<file path="config.mk">
export PLATFORM = sky130hd
export DESIGN_NAME = gemm_result_collector
export DESIGN_NICKNAME = d
export VERILOG_FILES = /design/src/rtl/gemm_result_collector_pkg.sv /design/src/rtl/gemm_result_fifo.sv /design/src/rtl/gemm_result_collector.sv
export SDC_FILE = /design/constraint.sdc
export NUM_CORES = 2
export LEC_CHECK = 0
export CAP_MARGIN = 20
export CORE_MARGIN = 2
export CORE_UTILIZATION = 61
export DETAILED_ROUTE_END_ITERATION = 8
export PLACE_DENSITY = 0.78
export RECOVER_POWER = 100
export SLEW_MARGIN = 20
export SYNTH_ARGS = -nofsm -noshare
export SYNTH_HDL_FRONTEND = slang
export SYNTH_SLANG_ARGS = --single-unit
export TNS_END_PERCENT = 10
</file>
<file path="constraint.sdc">
create_clock -name clk -period 15.4 [get_ports clk]
set_clock_uncertainty 0.15 [all_clocks]
set_input_delay 1.54 -clock clk [delete_from_list [all_inputs] [get_ports clk]]
set_output_delay 1.54 -clock clk [all_outputs]
set_load 0.05 [all_outputs]
</file>
<file path="src/rtl/gemm_result_collector_pkg.sv">
// -----------------------------------------------------------------------------
// gemm_result_collector_pkg
//   Shared constants and helpers for the GEMM result collection path.
//   - SEQ_WIDTH    : width of the per-result sequence number
//   - gemm_latency : input-to-output latency of the fixed-weights systolic array
//   - seq_t        : sequence number type
// -----------------------------------------------------------------------------
package gemm_result_collector_pkg;

    localparam int SEQ_WIDTH = 16;

    typedef logic [SEQ_WIDTH-1:0] seq_t;

    // A row entering the array at edge k leaves it at edge k + 2*SA_SIZE.
    function automatic int gemm_latency(input int sa_size);
        return 2 * sa_size;
    endfunction

endpackage

</file>
<file path="src/rtl/gemm_result_fifo.sv">
// -----------------------------------------------------------------------------
// gemm_result_fifo
//   Circular-buffer FIFO with first-word-fall-through read.
//   Ports:
//     clk, reset      : clock, synchronous active-high reset
//     push, wdata     : write request and data
//     pop             : read request (ignored while empty)
//     rdata           : head entry, zero while empty
//     count           : number of stored entries (0..DEPTH)
//     full, empty     : occupancy flags
//     overflow        : one-cycle pulse when a push is dropped because full
// -----------------------------------------------------------------------------
module gemm_result_fifo #(
    parameter int WIDTH = 32,
    parameter int DEPTH = 32
) (
    input  logic                       clk,
    input  logic                       reset,
    input  logic                       push,
    input  logic [WIDTH-1:0]           wdata,
    input  logic                       pop,
    output logic [WIDTH-1:0]           rdata,
    output logic [$clog2(DEPTH+1)-1:0] count,
    output logic                       full,
    output logic                       empty,
    output logic                       overflow
);

    localparam int PTR_W = $clog2(DEPTH);
    localparam int CNT_W = $clog2(DEPTH+1);

    logic [WIDTH-1:0] mem [DEPTH];
    logic [PTR_W-1:0] wr_ptr;
    logic [PTR_W-1:0] rd_ptr;
    logic             do_push;
    logic             do_pop;

    // NOTE: every signal assigned in always_comb gets a default first so no
    // path leaves it unassigned, which would infer a latch.
    always_comb begin
        full     = 1'b0;
        empty    = 1'b0;
        do_pop   = 1'b0;
        do_push  = 1'b0;
        overflow = 1'b0;
        full     = (count == CNT_W'(DEPTH));
        empty    = (count == '0);
        do_pop   = pop && !empty;
        // A pop in the same cycle frees the slot the push needs.
        do_push  = push && (!full || do_pop);
        overflow = push && full && !do_pop;
    end

    // Pointers wrap naturally because DEPTH is a power of two.
    // NOTE: sequential state uses non-blocking assignments so every flop
    // samples pre-edge values regardless of statement order.
    always_ff @(posedge clk) begin
        if (reset) begin
            wr_ptr <= '0;
            rd_ptr <= '0;
            count  <= '0;
        end else begin
            if (do_push) wr_ptr <= wr_ptr + PTR_W'(1);
            if (do_pop)  rd_ptr <= rd_ptr + PTR_W'(1);
            case ({do_push, do_pop})
                2'b10:   count <= count + CNT_W'(1);
                2'b01:   count <= count - CNT_W'(1);
                default: count <= count;
            endcase
        end
    end

    // NOTE: the storage array has no reset; validity is tracked by the
    // pointers and count, and the read port is masked while empty.
    always_ff @(posedge clk) begin
        if (!reset && do_push) mem[wr_ptr] <= wdata;
    end

    assign rdata = empty ? '0 : mem[rd_ptr];

endmodule

</file>
<file path="src/rtl/gemm_result_collector.sv">
// -----------------------------------------------------------------------------
// gemm_result_collector
//   Tags real rows entering the non-stallable GEMM, captures the matching
//   outputs L = 2*SA_SIZE edges later into a FIFO together with a sequence
//   number, and presents them over valid/ready. Credits toward the row source
//   count both stored and in-flight rows, so a capture always finds room.
//   Ports:
//     clk, reset          : clock, synchronous active-high reset
//     src_valid/src_ready : row source handshake (src_ready = credit available)
//     gemm_out            : GEMM activation_outputs, SA_SIZE elements
//     gemm_output_valid   : GEMM output_valid
//     res_data/res_seq    : head-of-FIFO row and its sequence number
//     res_valid/res_ready : consumer handshake
//     err_overflow        : sticky, capture dropped with FIFO full
//     err_early           : sticky, tagged capture with gemm_output_valid low
// -----------------------------------------------------------------------------
module gemm_result_collector
    import gemm_result_collector_pkg::*;
#(
    parameter int SA_SIZE                = 8,
    parameter int WEIGHT_ACTIVATION_SIZE = 8,
    parameter int FIFO_DEPTH             = 32
) (
    input  logic                                      clk,
    input  logic                                      reset,
    input  logic                                      src_valid,
    output logic                                      src_ready,
    input  logic [SA_SIZE*WEIGHT_ACTIVATION_SIZE-1:0] gemm_out,
    input  logic                                      gemm_output_valid,
    output logic [SA_SIZE*WEIGHT_ACTIVATION_SIZE-1:0] res_data,
    output logic [SEQ_WIDTH-1:0]                      res_seq,
    output logic                                      res_valid,
    input  logic                                      res_ready,
    output logic                                      err_overflow,
    output logic                                      err_early
);

    localparam int L     = gemm_latency(SA_SIZE);
    localparam int ROW_W = SA_SIZE * WEIGHT_ACTIVATION_SIZE;
    localparam int INF_W = $clog2(L + 1);
    localparam int CNT_W = $clog2(FIFO_DEPTH + 1);
    localparam int SUM_W = $clog2(FIFO_DEPTH + L + 1);

    typedef struct packed {
        logic [ROW_W-1:0] data;
        seq_t             seq;
    } result_t;

    logic [L-1:0]     tag_line;
    logic [INF_W-1:0] inflight;
    seq_t             seq_cnt;
    logic             accept;
    logic             capture;
    logic             pop;

    result_t          wr_entry;
    result_t          rd_entry;
    logic [CNT_W-1:0] fifo_count;
    logic             fifo_full;
    logic             fifo_empty;
    logic             fifo_overflow;

    assign accept   = src_valid && src_ready;
    // The tap at L-1 holds the accept from L-1 edges ago; the capture itself
    // happens on the next edge, exactly L edges after the accept.
    assign capture  = tag_line[L-1];
    assign pop      = res_valid && res_ready;
    assign wr_entry = '{data: gemm_out, seq: seq_cnt};

    // Credit check uses registered state only, so there is no combinational
    // path from src_valid or res_ready to src_ready.
    assign src_ready = !fifo_full &&
                       ((SUM_W'(fifo_count) + SUM_W'(inflight)) < SUM_W'(FIFO_DEPTH));

    always_ff @(posedge clk) begin
        if (reset) begin
            tag_line     <= '0;
            inflight     <= '0;
            seq_cnt      <= '0;
            err_overflow <= 1'b0;
            err_early    <= 1'b0;
        end else begin
            tag_line <= {tag_line[L-2:0], accept};
            if (capture) seq_cnt <= seq_cnt + seq_t'(1);
            case ({accept, capture})
                2'b10:   inflight <= inflight + INF_W'(1);
                2'b01:   inflight <= inflight - INF_W'(1);
                default: inflight <= inflight;
            endcase
            if (fifo_overflow)                  err_overflow <= 1'b1;
            if (capture && !gemm_output_valid)  err_early    <= 1'b1;
        end
    end

    gemm_result_fifo #(
        .WIDTH ($bits(result_t)),
        .DEPTH (FIFO_DEPTH)
    ) u_fifo (
        .clk      (clk),
        .reset    (reset),
        .push     (capture),
        .wdata    (wr_entry),
        .pop      (pop),
        .rdata    (rd_entry),
        .count    (fifo_count),
        .full     (fifo_full),
        .empty    (fifo_empty),
        .overflow (fifo_overflow)
    );

    assign res_valid = !fifo_empty;
    assign res_data  = rd_entry.data;
    assign res_seq   = rd_entry.seq;

endmodule
</file>
Word level (Yosys, flattened, before mapping):

Memory sizes are Yosys's and may differ from the RTL's. A register that Yosys moved wholly into a read port is not among the register bits.
Cells that the tools add are included.
W data, S select, Z words.

* $mul: 0
* bitwise logic cells: 0
* $add $sub $neg: 8
* reduce and logical (&&, ||, !) cells: 18
* mux-type cells: 7
* magnitude comparators: 1
* equality and inequality tests: 5
* shift-type cells: 0
* div/mod/pow operators: 0

Operators with widths (count)
* $mux W80: 1
* $add A16 B1 Y16 const B: 1
* $add A5 B1 Y5 const B: 3
* $pmux W6 S2: 1
* $mux W5: 2
* $pmux W5 S2: 1
* $logic_and A1 B1 Y1: 9
* $add A6 B1 Y6 const B: 1
* $add A6 B5 Y6: 1
* $eq A6 B6 Y1 const B: 1
* $logic_not A6 Y1: 1
* $lt A6 B6 Y1 const B: 1
* $sub A6 B1 Y6 const B: 1
* $logic_not A1 Y1: 5
* $sub A5 B1 Y5 const B: 1
* $eq A2 B1 Y1 const B: 2
* $eq A2 B2 Y1 const B: 2
* $reduce_bool A2 Y1: 2
* $mux W1: 2
* $logic_or A1 B1 Y1: 1

* memories kept: 1
* bits in registers: 55
* output and inout port bits: 84
* memory bits (read-only): 0
* bits of input ports: 69
* latch bits: 0
* bits in writable memories: 2560
* logic and storage cells: 48

Memory list
* u_fifo.mem: depth 32, bits a word 80, read ports 1, clocked after memory_dff 1, wr ports 1, RTL line gemm_result_fifo.sv:32 `logic [WIDTH-1:0] mem [DEPTH];`

Depth between registers and ports, before layout:

* depth in word-level cells: 9
* depth in mapped cells: 13
* mapped depth without buffers: 13

Cells and area by module:

Synthesis repeated with hierarchy kept, for this count alone.

* cell total of the unflattened synthesis: 4709
* area, all modules: 100804.2 µm²

By module, submodules not included
* gemm_result_fifo: times used 1, area each 99107.6 µm², cells an instance 4535
* gemm_result_collector: times used 1, area each 1696.6 µm², cells an instance 174

Worst setup path after synthesis:

OpenSTA, ideal clock, no wires.

* path type: in2reg
* start: input port res_ready
* end: memory u_fifo.mem[12][0] (netlist bit) (enable)
* stages: 5
* required time: 14.731 ns
* arrival: 5.595 ns
* slack: 9.135 ns
* setup time: 0.519 ns
* path through: o41a_1 > inv_1 > nor2_1 > nand2_1 > nor2_1

* word-level cells in the longest chain between the ends: 7

RTL lines
* start, declared: RTL line gemm_result_collector.sv:33 `input logic res_ready,`
* $logic_and A1 B1 Y1: RTL line gemm_result_collector.sv:67 `assign pop = res_valid && res_ready;`
* $logic_and A1 B1 Y1: RTL line gemm_result_fifo.sv:48 `do_pop = pop && !empty;`
* $logic_or A1 B1 Y1: RTL line gemm_result_fifo.sv:50 `do_push = push && (!full || do_pop);`
* $logic_and A1 B1 Y1: RTL line gemm_result_fifo.sv:50
* $logic_and A1 B1 Y1: RTL line gemm_result_fifo.sv:76 `if (!reset && do_push) mem[wr_ptr] <= wdata;`
* $mux W1: RTL line gemm_result_fifo.sv:76
* $mux W1 (implied by the code): RTL line gemm_result_fifo.sv:76
* end, declared: RTL line gemm_result_fifo.sv:32

No other way between the ends.

Worst setup path after layout:

* start: register u_fifo.count[1]
* end: output port res_seq[6]

* word-level cells in the longest chain between the ends: 2

RTL lines
* start, declared: RTL line gemm_result_fifo.sv:23 `output logic [$clog2(DEPTH+1)-1:0] count,`
* start signal, assigned: RTL line gemm_result_fifo.sv:66 `2'b10: count <= count + CNT_W'(1);`
* start signal, assigned: RTL line gemm_result_fifo.sv:67 `2'b01: count <= count - CNT_W'(1);`
* start signal, assigned: RTL line gemm_result_fifo.sv:68 `default: count <= count;`
* $logic_not A6 Y1: RTL line gemm_result_fifo.sv:47 `empty = (count == '0);`
* $mux W80: RTL line gemm_result_fifo.sv:79 `assign rdata = empty ? '0 : mem[rd_ptr];`
* end, declared: RTL line gemm_result_collector.sv:31 `output logic [SEQ_WIDTH-1:0] res_seq,`

No other way between the ends.

==> results.md <==
* Endpoints failing setup at 0
* Largest cells by area after synthesis: edfxtp_1 77%, mux4_2 13%, mux2i_1 1.9%
* First-pass GRT wire length at 360,200 microns
* Number of port buffers at 152
* Antenna violations before repair at 17
* Max Clock Freq at 87.75 MHz
* CP max FO at 39
* Critical path class: flop to output port
* Post-CTS setup buffers at 0
* CTS max path bufs at 3
* LEAKAGE at 33.42 nW
* Fillers at 9,473
* Failing checks: max-capacitance violations, max-slew violations
* Clock Latency Late Sink at 0.89 ns
* Clock network power share at 42.1%
* Syn Inst Count at 4,426
* Vias per cell at 7.129
* Power consumption at 0.01361 W
* Arr. time, crit path at 9.71 ns
* CTS Root Buffer Type: clkbuf_16
* Fin. max-slew vios at 2,914
* Status: finished with violations
* VDD IR-drop max at 0.1462 mV
* Tot GR Track Use at 30.51%
* Commonest cells after routing, fill and taps aside: 2,560 x edfxtp_1, 557 x mux4_2, 238 x clkbuf_16
* Async set-reset flop share out of synthesis at 0%
* Drt wl/cell at 35.99 microns
* Final Hold Vio Count at 0
* Share of layout cells above drive strength 1 at 20.23%
* Initial Util at 61.23%
* First-pass DRT Iterations at 5
* P&R area growth vs syn at 11.06%
* Final Cycle Share at 74.00%
* Seq pwr share at 57.3%
* Synth warn at 0
* Row count at 148
* Wirelength, routed at 253,900 microns
* Antenna Violating Nets Remaining at 0
* Switch share at 19.73%
* Post-synth top flop: edfxtp_1
* Crit start category: flop
* Gpl congestion at 0.7566
* Tmin final at 11.40 ns
* Comb pwr share at 0.6%
* Setup TNS at 0 ns
* CTS Buf Count at 237
* Via count at 50,300
* H-tree Lvls at 4
* Tightest Hold Check Type: flop to flop
* Share of the synthesized area in the top cell type at 77.31%
* DP HPWL at 114,700 microns
* Worst slew margin at -230.2%
* Total of max-cap violations at 89
* Vias in the first global route at 50,330
* CTS Hold Buffers Added at 0
* Syn avg cell area at 22.47 sq um
* CTS resizes at 0
* CP endpoint kind: output port
* Req. time, crit path at 13.71 ns
* Post-synth top area cell: edfxtp_1
* Clk pin slew, worst setup/hold paths at 0.06 ns
* Register area share after synthesis at 78.51%
* Most common cell after layout, fill and taps aside: edfxtp_1
* EDFF count, synth at 2,560
* Total power per unit cell area at 123.2 nW/um^2
* Die Height at 407.8 microns
* Switching power at 0.002685 W
* RSZ-0062 raised after global routing: no
* Initial drt markers at 8,041
* Least-Margin Pin Slew at 4.954 ns
* Mapped Nets at 4,516
* Register bit total from synthesis at 2,620
* Chip Width at 407.8 microns
* Largest net degree at the start of global routing at 133
* DIE AREA at 166,300 sq um
* Pint at 0.01092 W
* Grt total ovfl at 0
* Clock tree sinks at 2,620
* CTS tree: yes
* DRC violations left at 0
* Final net count at 4,761
* Cell variety after synth at 53
* Syn Std Cell Area at 99,440 sq um
* Num ports at 153
* Core area at 162,400 sq um
* Core Util, Final at 68.00%
## through the flow
stage | hold slack (ns) | area (sq um) | std cells | setup WS, ns
2_1_floorplan | 0.2638 | 99440 | 4426 | 9.135
3_3_place_gp | 0.2705 | 103400 | 6606 | 7.898
5_1_grt | 0.3119 | 110400 | 7052 | 3.313
3_5_place_dp | 0.2718 | 103400 | 6606 | 7.873
4_1_cts | 0.2894 | 110900 | 7049 | 6.908
6_report | 0.2846 | 110400 | 7055 | 4.004
## worst max-delay path, cell delays in order (launching register included)
cell and delay (ns):
dfxtp_1 0.37, or4_1 0.61, nor3_1 0.21, clkbuf_1 0.88, inv_1 0.69, nand2_4 0.76
clkbuf_1 3.02, o22ai_1 1.17, dlygate4sd3_1 1.05
## cell usage after synthesis (all sizes together) (4+ instances only)
master	number
nor2b	21
mux4	557
nand2	24
ha	19
edfxtp	2560
mux2i	186
o22ai	161
a221oi	96
o21ai	54
a21o	4
mux2	20
o22a	28
dfxtp	60
or3	4
xor2	18
nor2	114
a211oi	5
a21oi	39
nand3	7
buf	168
clkbuf	90
nor3	18
nand3b	4
o221ai	8
a22o	96
nand4	8
nand2b	8
inv	7
and2	5
xnor2	12
## layout make-up
class                   instances  area (sq um)  area share (%)
diodes                          5         12.51         0.01133
clock buffers                 304          6294           5.699
clock inverters               139          1194           1.081
inverters                       7         26.28         0.02379
multi-input cells            1541         19990           18.10
flip-flops and latches       2620         78090           70.71
well taps                    2175          2721           2.464
repair buffers                264          2115           1.915
## kinds of logic after synthesis
kind of cell / synth area share [%]
AND/OR/NAND/NOR: 1.119
flip-flops: 78.51
AO/OA/AOI/OAI: 3.596
multiplexers: 14.71
XOR/XNOR: 0.2642
adder cells (fa/ha/maj): 0.2793
buffers and inverters: 1.515
## power groups by stage
stage / Combinational (W) / Clock [W] / Sequential (W)
after floorplan: 0.00000427 / 0 / 0.00795
after global placement: 0.0000827 / 0 / 0.00795
after detailed placement: 0.0000890 / 0 / 0.00795
after CTS: 0.0000896 / 0.00575 / 0.00780
after global routing: 0.0000966 / 0.00600 / 0.00779
final: 0.0000865 / 0.00573 / 0.00780
## routing by layer
metal	global-route usage (%)	part of all wire [%]
met5	0	0.038
met4	12.16	4.1
met3	6.453	12
met2	48.36	48
met1	42.25	35
## state kept, by name, summed over array words and instances (netlist names), named ones only
register and cells:
u_fifo.mem 2560, u_fifo.wr_ptr 5, seq_cnt 16, err_overflow 1
u_fifo.count 6, err_early 1, tag_line 16, inflight 5
u_fifo.rd_ptr 5
## worst paths after layout
check	start	to	slack, ns	cells after the start
worst max-delay path	u_fifo.count[1]$_SDFFE_PP0P_	res_seq[6]	4.00	8
worst min-delay path	tag_line[8]$_SDFF_PP0_	tag_line[9]$_SDFF_PP0_	0.28	1
worst min register to register	tag_line[8]$_SDFF_PP0_	tag_line[9]$_SDFF_PP0_	0.28	1
worst max register to register	tag_line[15]$_SDFF_PP0_	u_fifo.mem[13][29]$_DFFE_PP_	6.35	7
(Power assumes the default switching activity.)
